===== config.mk =====
export PLATFORM = sky130hd
export DESIGN_NAME = id_ex_pipe_reg
export DESIGN_NICKNAME = d
export VERILOG_FILES = /design/src/rtl/id_ex_pipe_reg_pkg.sv /design/src/rtl/id_ex_decode.sv /design/src/rtl/id_ex_pipe_reg.sv
export SDC_FILE = /design/constraint.sdc
export NUM_CORES = 1
export LEC_CHECK = 0
export CAP_MARGIN = 20
export CORE_MARGIN = 4
export CORE_UTILIZATION = 53
export DETAILED_ROUTE_END_ITERATION = 12
export GPL_ROUTABILITY_DRIVEN = 0
export PLACE_DENSITY = 0.88
export SKIP_CTS_REPAIR_TIMING = 1
export SKIP_LAST_GASP = 1
export SLEW_MARGIN = 10
export SYNTH_ARGS = -nofsm -noshare
export SYNTH_HDL_FRONTEND = slang
export SYNTH_SLANG_ARGS = --single-unit

===== constraint.sdc =====
create_clock -name clk -period 19.43 [get_ports clk]
set_input_delay 3.886 -clock clk [delete_from_list [all_inputs] [get_ports clk]]
set_output_delay 3.886 -clock clk [all_outputs]
set_load 0.1 [all_outputs]

===== src/rtl/id_ex_pipe_reg_pkg.sv =====
// Shared ID/EX defines: exop field codes, memop codes, register constants,
// the BUBBLE payload and the pipeline register state encoding.
package id_ex_pipe_reg_pkg;

    // alusel codes (upper exop field)
    localparam logic [2:0] EX_HIGH_SPECIAL = 3'd0;
    localparam logic [2:0] EX_HIGH_LOGIC   = 3'd1;
    localparam logic [2:0] EX_HIGH_ARITH   = 3'd2;
    localparam logic [2:0] EX_HIGH_MEMACC  = 3'd3;

    // aluop code that does nothing inside the SPECIAL group
    localparam logic [4:0] EX_SPECIAL_NOP = 5'd0;

    // memop codes; MEMACC builds {dir, 1'b1} so it never collides with these
    localparam logic [1:0] MEM_OP_NOP       = 2'b00;
    localparam logic [1:0] MEM_OP_WRITE_REG = 2'b10;

    localparam logic [4:0] REG_ZERO = 5'd0;

    localparam logic ENABLE  = 1'b1;
    localparam logic DISABLE = 1'b0;

    // Decoded ID->EX payload at the default widths
    typedef struct packed {
        logic [31:0] inst;
        logic [2:0]  alusel;
        logic [4:0]  aluop;
        logic [31:0] src_left;
        logic [31:0] src_right;
        logic [1:0]  memop;
        logic [4:0]  dest;
        logic        write_enable;
    } ex_payload_t;

    // Harmless no-op presented to EX whenever no valid entry is held
    localparam ex_payload_t BUBBLE = '{
        inst:         32'd0,
        alusel:       EX_HIGH_SPECIAL,
        aluop:        EX_SPECIAL_NOP,
        src_left:     32'd0,
        src_right:    32'd0,
        memop:        MEM_OP_NOP,
        dest:         REG_ZERO,
        write_enable: DISABLE
    };

    typedef enum logic [1:0] {
        ST_EMPTY = 2'd0,
        ST_FULL  = 2'd1,
        ST_SKID  = 2'd2
    } pipe_state_t;

endpackage


===== src/rtl/id_ex_decode.sv =====
// Combinational exop/dest decode into the memory op and writeback enable.
module id_ex_decode
    import id_ex_pipe_reg_pkg::*;
#(
    parameter int EXOP_HI_W  = 3,
    parameter int REG_ADDR_W = 5,
    parameter int MEMOP_W    = 2
) (
    input  logic [EXOP_HI_W-1:0]  alusel,
    input  logic                  mem_dir,
    input  logic [REG_ADDR_W-1:0] dest,
    output logic [MEMOP_W-1:0]    memop,
    output logic                  write_enable
);

    // Classify by alusel; writes to the zero register are always suppressed
    always_comb begin
        memop        = MEMOP_W'(MEM_OP_NOP);
        write_enable = DISABLE;
        if (alusel == EXOP_HI_W'(EX_HIGH_LOGIC) || alusel == EXOP_HI_W'(EX_HIGH_ARITH)) begin
            memop        = MEMOP_W'(MEM_OP_WRITE_REG);
            write_enable = ENABLE;
        end else if (alusel == EXOP_HI_W'(EX_HIGH_MEMACC)) begin
            memop = MEMOP_W'({mem_dir, 1'b1});
        end
        if (dest == REG_ADDR_W'(REG_ZERO)) begin
            write_enable = DISABLE;
        end
    end

endmodule


===== src/rtl/id_ex_pipe_reg.sv =====
// ID->EX pipeline register with valid/ready handshake, flush and an
// optional one-entry skid buffer. The payload is decoded at capture.
module id_ex_pipe_reg
    import id_ex_pipe_reg_pkg::*;
#(
    parameter int INST_W     = 32,
    parameter int WORD_W     = 32,
    parameter int REG_ADDR_W = 5,
    parameter int EXOP_HI_W  = 3,
    parameter int EXOP_LO_W  = 5,
    parameter int MEMOP_W    = 2,
    parameter bit SKID_EN    = 1'b1
) (
    input  logic                           clk,
    input  logic                           rst,
    input  logic                           flush,
    input  logic                           id_valid,
    output logic                           id_ready,
    input  logic [INST_W-1:0]              id_inst,
    input  logic [EXOP_HI_W+EXOP_LO_W-1:0] id_exop,
    input  logic [WORD_W-1:0]              id_srcLeft,
    input  logic [WORD_W-1:0]              id_srcRight,
    input  logic [REG_ADDR_W-1:0]          id_dest,
    output logic                           ex_valid,
    input  logic                           ex_ready,
    output logic [INST_W-1:0]              ex_inst,
    output logic [EXOP_HI_W-1:0]           ex_alusel,
    output logic [EXOP_LO_W-1:0]           ex_aluop,
    output logic [WORD_W-1:0]              ex_srcLeft,
    output logic [WORD_W-1:0]              ex_srcRight,
    output logic [MEMOP_W-1:0]             ex_memop,
    output logic [REG_ADDR_W-1:0]          ex_dest,
    output logic                           ex_writeEnable
);

    localparam int EXOP_W = EXOP_HI_W + EXOP_LO_W;

    pipe_state_t state, state_next;
    logic        ready_q;
    logic        accept, drain;
    logic        load_out, load_skid, skid_to_out;
    logic [MEMOP_W-1:0] dec_memop;
    logic               dec_we;

    // Held entries: output register and skid register (data only, no reset)
    logic [INST_W-1:0]     out_inst,  skid_inst;
    logic [EXOP_W-1:0]     out_exop,  skid_exop;
    logic [WORD_W-1:0]     out_left,  skid_left;
    logic [WORD_W-1:0]     out_right, skid_right;
    logic [MEMOP_W-1:0]    out_memop, skid_memop;
    logic [REG_ADDR_W-1:0] out_dest,  skid_dest;
    logic                  out_we,    skid_we;

    id_ex_decode #(
        .EXOP_HI_W (EXOP_HI_W),
        .REG_ADDR_W(REG_ADDR_W),
        .MEMOP_W   (MEMOP_W)
    ) u_decode (
        .alusel      (id_exop[EXOP_LO_W +: EXOP_HI_W]),
        .mem_dir     (id_exop[3]),
        .dest        (id_dest),
        .memop       (dec_memop),
        .write_enable(dec_we)
    );

    assign ex_valid = (state != ST_EMPTY);
    // Without the skid buffer, ready follows EX directly so a stall never needs storage
    assign id_ready = SKID_EN ? ready_q : (ex_ready | ~ex_valid);
    assign accept   = id_valid & id_ready;
    assign drain    = ex_valid & ex_ready;

    // Next state and register load controls; flush overrides everything
    always_comb begin
        state_next  = state;
        load_out    = 1'b0;
        load_skid   = 1'b0;
        skid_to_out = 1'b0;
        unique case (state)
            ST_EMPTY: begin
                if (accept) begin
                    state_next = ST_FULL;
                    load_out   = 1'b1;
                end
            end
            ST_FULL: begin
                if (accept && drain) begin
                    load_out = 1'b1;
                end else if (accept) begin
                    state_next = ST_SKID;
                    load_skid  = 1'b1;
                end else if (drain) begin
                    state_next = ST_EMPTY;
                end
            end
            ST_SKID: begin
                if (drain) begin
                    state_next  = ST_FULL;
                    skid_to_out = 1'b1;
                end
            end
            default: state_next = ST_EMPTY;
        endcase
        if (flush) begin
            state_next  = ST_EMPTY;
            load_out    = 1'b0;
            load_skid   = 1'b0;
            skid_to_out = 1'b0;
        end
    end

    // State register and registered ready (low only while the skid is occupied)
    always_ff @(posedge clk) begin
        if (rst) begin
            state   <= ST_EMPTY;
            ready_q <= 1'b1;
        end else begin
            state   <= state_next;
            ready_q <= (state_next != ST_SKID);
        end
    end

    // Payload capture: output reg from ID or from the skid, skid reg from ID
    always_ff @(posedge clk) begin
        if (load_out) begin
            out_inst  <= id_inst;
            out_exop  <= id_exop;
            out_left  <= id_srcLeft;
            out_right <= id_srcRight;
            out_memop <= dec_memop;
            out_dest  <= id_dest;
            out_we    <= dec_we;
        end else if (skid_to_out) begin
            out_inst  <= skid_inst;
            out_exop  <= skid_exop;
            out_left  <= skid_left;
            out_right <= skid_right;
            out_memop <= skid_memop;
            out_dest  <= skid_dest;
            out_we    <= skid_we;
        end
        if (load_skid) begin
            skid_inst  <= id_inst;
            skid_exop  <= id_exop;
            skid_left  <= id_srcLeft;
            skid_right <= id_srcRight;
            skid_memop <= dec_memop;
            skid_dest  <= id_dest;
            skid_we    <= dec_we;
        end
    end

    // EX sees the held entry when valid, otherwise the BUBBLE no-op
    always_comb begin
        ex_inst        = INST_W'(BUBBLE.inst);
        ex_alusel      = EXOP_HI_W'(BUBBLE.alusel);
        ex_aluop       = EXOP_LO_W'(BUBBLE.aluop);
        ex_srcLeft     = WORD_W'(BUBBLE.src_left);
        ex_srcRight    = WORD_W'(BUBBLE.src_right);
        ex_memop       = MEMOP_W'(BUBBLE.memop);
        ex_dest        = REG_ADDR_W'(BUBBLE.dest);
        ex_writeEnable = BUBBLE.write_enable;
        if (ex_valid) begin
            ex_inst        = out_inst;
            ex_alusel      = out_exop[EXOP_LO_W +: EXOP_HI_W];
            ex_aluop       = out_exop[EXOP_LO_W-1:0];
            ex_srcLeft     = out_left;
            ex_srcRight    = out_right;
            ex_memop       = out_memop;
            ex_dest        = out_dest;
            ex_writeEnable = out_we;
        end
    end

endmodule


**After elaboration in Yosys (flattened, before gate mapping)**

Cells that the tools add are included.

- Register bits after elaboration: 227
- Output and inout port bits: 114
- Logic and storage cells: 73
- Bits of input ports: 114

- Multiplexer cells: 43
- Reductions and logical operators: 6
- Bitwise logic cells: 2
- Equality and inequality tests: 6

Operators by type and width:

| kind | count |
|---|---|
| $mux 32 | 9 |
| $mux 2 | 11 |
| $mux 5 | 4 |
| $mux 8 | 2 |
| $mux 1 | 14 |
| $eq 3x2->1 const B | 2 |
| $pmux 2 s3 | 1 |
| $logic_not 5->1 | 1 |
| $reduce_bool 2->1 | 2 |
| $eq 3x1->1 const B | 1 |
| $mux 3 | 1 |
| $and 1x1->1 | 2 |
| $eq 2x1->1 const B | 1 |
| $eq 2x2->1 const B | 1 |
| $logic_not 2->1 | 1 |
| $ne 2x2->1 const B | 1 |
| $pmux 1 s2 | 1 |
| $logic_and 1x1->1 | 1 |
| $logic_or 1x1->1 | 1 |

**Logic depth before layout (Yosys ltp)**

- Depth in word-level cells: 8
- Depth in mapped cells: 6
- Depth with buffers taken out: 4

**By module**

A second synthesis with hierarchy kept.

- Cells, all modules: 500
- Area, all modules: 9,372.7 um2

By module, submodules not included:

| module | area an instance (um2) | seq. area each (um2) | cells an instance | times used |
|---|---|---|---|---|
| id_ex_pipe_reg | 9,317.7 | 6,786.5 | 491 | 1 |
| id_ex_decode | 55.1 | 0.0 | 9 | 1 |

**Worst setup path before layout**

OpenSTA, ideal clock, no wires.

- Path type: input port to flip-flop
- Start point: input ex_ready
- End point: register skid_dest[0], enable pin
- Stages on the path: 2
- Library setup time: 744 ps
- Path slack: 6,492 ps
- Buffers on the path: 0
- Arrival: 12,195 ps
- Path through: nor2b_1 > nor3b_1

- Word-level cells in the longest chain between the ends: 5

RTL lines:

| what | RTL line | text |
|---|---|---|
| start, declared | id_ex_pipe_reg.sv:25 | `input logic ex_ready,` |
| $and 1x1->1 | id_ex_pipe_reg.sv:70 | `assign drain = ex_valid & ex_ready;` |
| $logic_and 1x1->1 | id_ex_pipe_reg.sv:86 | `if (accept && drain) begin` |
| $mux 1 | id_ex_pipe_reg.sv:86 |  |
| $mux 1 | id_ex_pipe_reg.sv:78 | `unique case (state)` |
| $mux 1 | id_ex_pipe_reg.sv:103 | `if (flush) begin` |
| via load_skid | id_ex_pipe_reg.sv:41 | `logic load_out, load_skid, skid_to_out;` |
| end signal, assigned | id_ex_pipe_reg.sv:147 | `skid_dest <= id_dest;` |
| end, declared | id_ex_pipe_reg.sv:51 | `logic [REG_ADDR_W-1:0] out_dest, skid_dest;` |

The timed path passes the listed nets, and every way through them passes these cells.
A chain may end at the register's enable or synchronous reset.

**Final worst setup path**

- Start point: register state[1]
- End point: output ex_srcLeft[28]

- Word-level cells in the longest chain between the ends: 2

RTL lines:

| what | RTL line | text |
|---|---|---|
| start, declared | id_ex_pipe_reg.sv:38 | `pipe_state_t state, state_next;` |
| start signal, assigned | id_ex_pipe_reg.sv:117 | `state <= state_next;` |
| $reduce_bool 2->1 | id_ex_pipe_reg.sv:66 | `assign ex_valid = (state != ST_EMPTY);` |
| $mux 32 | id_ex_pipe_reg.sv:162 | `if (ex_valid) begin` |
| end, declared | id_ex_pipe_reg.sv:29 | `output logic [WORD_W-1:0] ex_srcLeft,` |

No other way between the ends.

==> metrics.md <==
| Metric | Value |
|---|---|
| Via-per-instance ratio | just over 5 |
| CTS Buf Count | 23 |
| Via count | 4994 |
| RSZ-0062 raised after global routing | no |
| Leak | between 4 and 5 nW |
| Worst-path maximum fanout | 63 |
| Met1 global-route usage | roughly 23% |
| Period utilization | roughly 38% |
| Core Area | roughly 17000 um^2 |
| Final WL | around 18000 um |
| Crit path time final | roughly 7400 ps |
| WHS Path Cells | 1 |
| R2R depth | 4 |
| Synth Cell Area | 9380 um^2 |
| I/O Buffers | roughly 230 |
| Relative slew margins | approximately 29% |
| Root Buffer | clkbuf_16 |
| Unique cell type count in the Yosys netlist | 21 |
| Crit path from | state[1]$_SDFF_PP0_ |
| Synth top area cells | edfxtp_1 (72%), mux2_4 (13%), and2_1 (7.5%), mux2_2 (4.0%), buf_6 (1.1%) |
| 1st-pass router iterations | 4 |
| Most frequent cells in the layout | clkdlybuf4s50_1 (227), edfxtp_1 (224), and2_1 (113) |
| Internal power | 0.842 mW |
| Hpwl dp | roughly 12000 um |
| Reg-to-reg startpoint | state[0]$_SDFF_PP0_ |
| Commonest non-fill, non-tap cell in the layout | clkdlybuf4s50_1 |
| Ports | 228 |
| WP data required | 15540 ps |
| Max Fclk | roughly 140 MHz |
| Outcome | finished clean |
| Critical-path cell list | or2_2 > buf_4 > and2_1 > clkdlybuf4s50_1 |
| Placed cell count | approximately 940 |
| Area Overhead vs Synth | 33.2% |
| Final net count | 850 |
| Highest ir drop seen on vdd | around 80 uV |
| Switch share | 24.5% |
| Buffer depth of the longest clock path | 3 |
| Delay-heaviest family, CP | buffers and inverters |
| Detail-routed net length per standard cell | approximately 19 um |
| First-pass GRT wire length | around 28000 um |
| Yosys reg bits | approximately 230 |
| Net load switching power | between 0.2 and 0.3 mW |
| PD cells | about 89 nW/um^2 |
| Setup Skew | 4.47 ps |
| Max-Cap Viols | 0 |
| Die area | a little under 20000 um^2 |
| Fin util | between 70% and 80% |
| Number of antenna violations at the first check in global routing | 0 |
| # diodes | 0 |
| CP max stage cell | clkdlybuf4s50_1 |
| Layout cells sized above 1 | between 20 and 25% |
| Global Route Usage Sum | 17.8% |
| Post-Route Setup TNS | 0 ps |
| Hold crit path type | reg -> reg |
| Residual DRC count | 0 |
| Critical Path End Type | output pin |
| Net Count, Synth | between 600 and 700 |
| Startpoint types | flop |
| Worst-margin pin slew | approximately 1100 ps |
| Register area share after synthesis | between 70 and 80% |
| Largest net degree at the start of global routing | 67 |
| Met2 Usage GRT | 30.7% |
| Critical Path AT | 3460 ps |
| Yosys top cell area share | 71.7% |
| Chip Height | ~140 um |
| Crit Path Class | reg -> out |
| Flop pwr share | between 50% and 60% |
| Comb pwr share | 14.5% |
| Mapped Cells | slightly above 500 |
| Most Used Layer, Global Route | met2 |
| Final ANT Viol Nets | 0 |
| Total gr overflow | 0 |
| Cell taking the most area after synthesis | edfxtp_1 |
| Slowest stage delay, CP | approximately 1100 ps |
| Hold endpoint | out_exop[6]$_DFFE_PP_ |
| H-tree depth | 1 |
| Drt first-iter violations | roughly 250 |
| Syn Area/Cell | approximately 19 um^2 |
| Fillers | around 1100 |
| Skew-Pair Late Insertion Delay | between 400 and 500 ps |
| Chip Width | roughly 140 um |
| Hold_sp | skid_exop[6]$_DFFE_PP_ |
| Synthesis Warnings | 0 |
| Reg2reg end | out_right[1]$_DFFE_PP_ |
| Initial Util | a little over half |
| CTS tree | done |
| Reg-to-reg slack, setup | 16300 ps |
| Layout Cells excl Fill | around 1000 |
| Final Hold Viols | 0 |
| Clock Pin Slew Worst Setup and Hold Paths | 60 ps |
| Final Max Slew Viols | 0 |
| Site Rows | 48 |
| Met3 usage | roughly 4% |
| Vias in the first global route | between 5000 and 6000 |
| Clock power share | between 30% and 40% |
| Num Clock Sinks | approximately 230 |
| Worst Path Buf+Inv | 2 |
| Setup violators final | 0 |
==> cell type report <==
type / instances / area (um^2) / share of cell area, %
inverters: 1 / 3.75 / 0.0300
clock inverters: 12 / 76.3 / 0.611
flip-flops and latches: 227 / 6790 / 54.3
clock buffers: 26 / 587 / 4.70
multi-input cells: 250 / 2440 / 19.5
well taps: 225 / 282 / 2.25
repair buffers: 233 / 2320 / 18.5
==> Yosys cell counts <==
cell type	n
edfxtp_1	224
and2_1	113
mux2_4	80
mux2_2	33
clkbuf_1	13
buf_6	9
nor2_1	6
a21oi_1	3
buf_2	3
dfxtp_1	3
nand2_1	3
nor3_1	2
nor4_1	2
or4_1	2
inv_1	1
mux2i_1	1
nand3b_4	1
nor2b_1	1
nor3b_1	1
or2_2	1
or3_1	1
==> cell families (layout without fill, tap and decap cells) <==
| group | count (synthesis) | in the layout | share of synthesized area [%] |
|---|---|---|---|
| simple gates | 133 | 133 | 8.79 |
| flops | 227 | 227 | 72.4 |
| compound gates | 3 | 3 | 0.160 |
| mux | 114 | 114 | 16.9 |
| buf+inv | 26 | 272 | 1.80 |
==> layer usage <==
layer | share of wire (%) | wire length, um | up-vias
li1 | - | - | 2342
met1 | 40 | 7190 | 2416
met2 | 51 | 9270 | 202
met3 | 6.8 | 1240 | 34
met4 | 2.6 | 480 | 0
met5 | 0 | 0 | -
==> sequential cells by signal, summed over array words and instances, names as in the netlist, 5 cells and up <==
signal / flops
out_inst: 32
out_left: 32
out_right: 32
skid_inst: 32
skid_left: 32
skid_right: 32
out_exop: 8
skid_exop: 8
out_dest: 5
skid_dest: 5
==> worst max path at each step <==
| stage | to | slack (ps) | cells past startpoint |
|---|---|---|---|
| 2_1_floorplan | skid_dest[0]$_DFFE_PP_ | 6490 | 2 |
| 3_3_place_gp | out_right[12]$_DFFE_PP_ | 12480 | 5 |
| 3_5_place_dp | out_right[17]$_DFFE_PP_ | 12330 | 5 |
| 4_1_cts | ex_srcLeft[28] | 12000 | 4 |
| 5_1_grt | ex_srcLeft[22] | 11850 | 4 |
| 6_report | ex_srcLeft[28] | 12080 | 4 |
==> per-stage QoR <==
step | hold slack [ps] | setup WS [ps] | cell area, um^2 | power (mW)
after floorplan | 523 | 6490 | 9380 | 0.682
after global placement | 528 | 12480 | 11800 | 0.729
after detailed placement | 531 | 12330 | 11800 | 0.733
after CTS | 548 | 12000 | 12500 | 1.13
after global routing | 556 | 11850 | 12500 | 1.15
final | 546 | 12080 | 12500 | 1.12
==> power by group through the flow <==
stage / logic, mW / registers [mW] / clock network (mW)
6_report: 0.162 / 0.559 / 0.394
5_1_grt: 0.169 / 0.561 / 0.423
4_1_cts: 0.164 / 0.560 / 0.405
3_5_place_dp: 0.163 / 0.570 / 0
3_3_place_gp: 0.160 / 0.569 / 0
2_1_floorplan: 0.110 / 0.571 / 0
Power figures use the tool's default switching activity.
